`src/rtl/fifo_core.sv`:
```
// fifo_core: single-clock FIFO storage element with registered occupancy flags,
// registered read data and one-cycle error pulses for rejected requests.
module fifo_core #(
    parameter int FIFO_WIDTH = 8,
    parameter int FIFO_DEPTH = 16,
    parameter int AW         = $clog2(FIFO_DEPTH)
) (
    input  logic                  clk,
    input  logic                  rst_n,
    input  logic                  wr_en,
    input  logic [FIFO_WIDTH-1:0] wr_data,
    input  logic                  rd_en,
    output logic [FIFO_WIDTH-1:0] rd_data,
    output logic                  fifo_full,
    output logic                  fifo_empty,
    output logic [AW:0]           fifo_count,
    output logic                  wr_err,
    output logic                  rd_err
);

    localparam logic [AW:0] PTR_ONE = {{AW{1'b0}}, 1'b1};

    logic [FIFO_WIDTH-1:0] mem [FIFO_DEPTH];

    logic [AW:0] wr_ptr;
    logic [AW:0] rd_ptr;
    logic [AW:0] wr_ptr_nxt;
    logic [AW:0] rd_ptr_nxt;
    logic [AW:0] count_nxt;
    logic        full_nxt;
    logic        empty_nxt;
    logic        rd_ok;
    logic        wr_ok;

    // Accept/reject decisions from the registered flags, and the resulting next pointer/flag values.
    always_comb begin
        rd_ok      = rd_en && !fifo_empty;
        wr_ok      = wr_en && (!fifo_full || rd_ok);
        wr_ptr_nxt = wr_ok ? (wr_ptr + PTR_ONE) : wr_ptr;
        rd_ptr_nxt = rd_ok ? (rd_ptr + PTR_ONE) : rd_ptr;
        count_nxt  = fifo_count;
        if (wr_ok && !rd_ok) begin
            count_nxt = fifo_count + PTR_ONE;
        end else if (rd_ok && !wr_ok) begin
            count_nxt = fifo_count - PTR_ONE;
        end
        full_nxt  = (wr_ptr_nxt[AW-1:0] == rd_ptr_nxt[AW-1:0]) &&
                    (wr_ptr_nxt[AW] != rd_ptr_nxt[AW]);
        empty_nxt = (wr_ptr_nxt == rd_ptr_nxt);
    end

    // Storage array is deliberately left out of reset; only accepted writes touch it.
    always_ff @(posedge clk) begin
        if (wr_ok) begin
            mem[wr_ptr[AW-1:0]] <= wr_data;
        end
    end

    // Pointers, occupancy, flags, read data and error pulses.
    always_ff @(posedge clk or negedge rst_n) begin
        if (!rst_n) begin
            wr_ptr     <= '0;
            rd_ptr     <= '0;
            fifo_count <= '0;
            fifo_full  <= 1'b0;
            fifo_empty <= 1'b1;
            rd_data    <= '0;
            wr_err     <= 1'b0;
            rd_err     <= 1'b0;
        end else begin
            wr_ptr     <= wr_ptr_nxt;
            rd_ptr     <= rd_ptr_nxt;
            fifo_count <= count_nxt;
            fifo_full  <= full_nxt;
            fifo_empty <= empty_nxt;
            wr_err     <= wr_en && !wr_ok;
            rd_err     <= rd_en && !rd_ok;
            if (rd_ok) begin
                rd_data <= mem[rd_ptr[AW-1:0]];
            end
        end
    end

endmodule

```
`config.mk`:
```
export PLATFORM = sky130hd
export DESIGN_NAME = fifo_core
export DESIGN_NICKNAME = d
export VERILOG_FILES = /design/src/rtl/fifo_core.sv
export SDC_FILE = /design/constraint.sdc
export NUM_CORES = 1
export LEC_CHECK = 0
export ABC_AREA = 1
export BUFFER_PORTS_ARGS = -buffer_cell sky130_fd_sc_hd__buf_2
export CORE_ASPECT_RATIO = 0.75
export CORE_MARGIN = 2
export CORE_UTILIZATION = 30
export CTS_CLUSTER_DIAMETER = 30
export CTS_CLUSTER_SIZE = 24
export DETAILED_ROUTE_END_ITERATION = 16
export HOLD_SLACK_MARGIN = 0.02
export PLACE_DENSITY = 0.49
export SKIP_LAST_GASP = 1
export SLEW_MARGIN = 10
export SYNTH_ARGS = -nofsm -noshare
export SYNTH_HDL_FRONTEND = slang
export SYNTH_SLANG_ARGS = --single-unit
export TNS_END_PERCENT = 100
```
`constraint.sdc`:
```
create_clock -name clk -period 2.6 [get_ports clk]
set_input_delay 0.26 -clock clk [delete_from_list [all_inputs] [get_ports clk]]
set_output_delay 0.26 -clock clk [all_outputs]
set_load 0.1 [all_outputs]
```
==> summary.txt <==
Status
  • Status: finished, final reports clean

Global routing
  • Vias in the first global route: ~4400
  • Grt ovf: 0
  • Met1 usage: 0.210
  • Total GRT Usage: 0.148
  • Global-route wire length before repair: 25.5 mm
  • Grt met3 use: 0.0380
  • Largest net degree at the start of global routing: 57
  • GR Util met2: 0.220
  • Most used routing layer: met2
  • Initial antenna violation count: 0

Worst setup path
  • Critical Path Fanout Max: 7
  • Worst setup SP type: register
  • FF-to-FF setup slack: 0.26 ns
  • CP arrival: 2.71 ns
  • CP endpoint kind: register
  • Crit path required time: around 3.0 ns
  • Crit path kind: reg2reg

Placement
  • DPL Wire Length: ~11 mm
  • Inst Count DP: 922
  • Gp weighted congestion: approximately 0.84
  • Pre-CTS setup slack: approximately 0.25 ns
  • IO Port Bufs: 28

Timing
  • Worst-Margin Slew: 0.703 ns
  • Final-report max-slew violation count: 0
  • RSZ-0062 raised after global routing: false
  • Max transition margin: 0.529
  • Final TNS setup: 0 ns
  • Final Cycle Share: 0.901
  • Final setup viols: 0
  • Fin. Hold Viols: 0
  • Max Clock Freq: 427 MHz
  • Fin Clk Skew: 0.00967 ns
  • Min Tclk post-route: 2.34 ns
  • Setup ws final: 0.258 ns

Synth
  • Mapped Avg Cell Area: approximately 11 um2
  • Synth Cell Area: 6690 um2
  • Xor and xnor fraction of the mapped netlist area: 0.00654
  • Largest family of logic cells by synthesized area: simple AND/OR/NAND/NOR gates
  • Syn Inst Count: 605
  • Synth area leader: edfxtp_1
  • Post-synth EDFFs: 128
  • Seq cells post-synth: 155
  • Post-synthesis sequential area ratio: 0.675
  • Ys async rst share: 0.174
  • Main area contributors after synthesis: edfxtp_1 57%, dfrtp_1 9.7%, nor2_1 6.7%, nand2_1 5.1%, o21ai_0 4.7%
  • Post-Syn Nets: about 630
  • Multiplexer share of the synthesized area: 0
  • Synth Area in Simple Gates: 0.174
  • Synth Warn #: 0
  • Synth Area in Compound Gates: 0.0828
  • Number of library cell types mapped by synthesis: 31
  • Post-Synth Adder-Cell Area: 0.0217
  • Top cell type's share of synthesized area: 0.574
  • Prevailing post-synth register cell: edfxtp_1

Clock tree
  • Cts repair resizes: 0
  • Clock Path Buffers: 2
  • Clock Latency Late Sink: 0.43 ns
  • TritonCTS Sinks: 155
  • CTS tree: yes
  • Clk slew on worst S/H paths: roughly 0.060 ns
  • CTS Root Cell: clkbuf_16
  • Post-CTS Setup Bufs: 0
  • CTS buffer count: 17
  • Hold-fix buffers, CTS: 1
  • H-tree lvl count: 4

Die
  • Initial Utilization: 0.304
  • Total die area: ~24000 um2
  • Die Wd: 176 um
  • Core area: 22000 um2
  • Die height: 133 um
  • IO Count: 29
  • Site row count: 47

Cells and area
  • Layout Cells excl Fill: 955
  • Final core occ: 0.358
  • Final net count: 671
  • Share of post-route cells with drive strength above 1: 0.156
  • Antenna cells: 0
  • Layout area overhead: 17.6%

Route
  • 1st-iter DRT viols: 444
  • Vias per std cell: ~4.7
  • DR WL/cell: 17.3 um
  • Via count: around 4500
  • DRC: 0
  • Drt pass-1 iters: 4
  • Post-Route WL: 16.5 mm
  • Routed Antenna Nets: 0

Pwr
  • Worst-case vdd ir drop: between 500 and 600 uV
  • Power Dens Cells: approximately 1200 nW/um2
  • Leak pwr: 3.01 nW

Min path
  • Worst Hold Class: in2reg

Run
  • Total of max-cap violations: 0
[cell type report]
cell class              instances  area [um2]
clock inverters                13         189
well taps                     294         368
repair buffers                 49         313
flip-flops and latches        155        4520
multi-input cells             388        1910
fillers                      2198       14100
clock buffers                  19         433
inverters                      37         139
[sequential cells by signal (all words and copies together) (netlist names)]
signal and count:
mem 128, rd_data 8, fifo_count 5, rd_ptr 5
wr_ptr 5, fifo_empty 1, fifo_full 1, rd_err 1
wr_err 1
[synth_stat cells, types with 5 or more instances]
cell      number
o21ai_0       63
o21ai_1        6
nand2_1       91
buf_2         13
nand3_1       31
nor3_1         5
ha_1          10
or2_2          8
inv_1         33
a21oi_1       16
o211ai_1      16
nor2_1       120
edfxtp_1     128
clkbuf_1       8
dfrtp_1       26
[worst max-delay path: stages, from the launching register on]
cell     delay (ns)
dfstp_2        0.39
inv_2          0.09
nand2_4        0.09
a21oi_2        0.32
ha_1           0.31
inv_1          0.12
ha_1           0.34
nand2_1        0.07
o21ai_0        0.20
xor2_1         0.20
nand2_1        0.08
nand2_1        0.06
[placed cells by master, fill, tap and decap left out, types with 2 or more instances in the layout]
cell type	synthesis	routed
a21oi_1	16	16
buf_2	13	28
buf_4	2	19
bufinv_16	0	4
clkbuf_1	8	2
clkbuf_16	0	17
clkinv_2	0	2
clkinvlp_4	0	2
dfrtp_1	26	25
edfxtp_1	128	128
ha_1	10	10
inv_1	33	33
inv_2	3	3
inv_6	0	4
nand2_1	91	91
nand2_2	4	4
nand2_4	4	4
nand3_1	31	31
nand4_1	4	4
nor2_1	120	120
nor3_1	5	5
o211ai_1	16	16
o21ai_0	63	63
o21ai_1	6	6
or2_2	8	8
xnor2_1	2	2
xor2_1	3	3
[metrics by stage]
step                power (mW)  hold slack (ns)  cell area, um2
floorplan                 5.91          -0.0356            6690
global placement          6.84            0.327            7240
detailed placement        6.90            0.333            7240
CTS                       9.53            0.124            7870
global route              10.0            0.167            7870
finish                    9.45            0.137            7870
[power breakdown]
group | internal (mW) | switching, mW | total [mW]
clock network | 1.62 | 0.998 | 2.61
registers | 3.04 | 0.200 | 3.24
logic | 0.923 | 2.68 | 3.60
total | 5.58 | 3.88 | 9.45
[kinds of logic after synthesis]
logic type	count (synthesis)
AND/OR/NAND/NOR	270
flip-flops	155
AO/OA/AOI/OAI	102
buffers and inverters	62
adder cells (fa/ha/maj)	11
XOR/XNOR	5
[worst paths after layout]
| kind | end | start | depth (start not counted) |
|---|---|---|---|
| max | fifo_count[4]$_DFFE_PN0P_ | fifo_empty$_DFF_PN1_ | 11 |
| min | rd_err$_DFF_PN0_ | rd_en | 3 |
| max reg2reg | fifo_count[4]$_DFFE_PN0P_ | fifo_empty$_DFF_PN1_ | 11 |
| min reg2reg | fifo_count[3]$_DFFE_PN0P_ | fifo_count[3]$_DFFE_PN0P_ | 2 |
| max in group asynchronous | rd_ptr[0]$_DFF_PN0_ | rst_n | 2 |
| min in group asynchronous | wr_ptr[4]$_DFF_PN0_ | rst_n | 2 |
[per-layer routing]
| layer | wire (um) | vias up |
|---|---|---|
| li1 | - | 2161 |
| met1 | 7920 | 2215 |
| met2 | 7550 | 103 |
| met3 | 814 | 17 |
| met4 | 246 | 0 |
| met5 | 0 | - |
No activity file was read; power rests on OpenSTA's default activity.
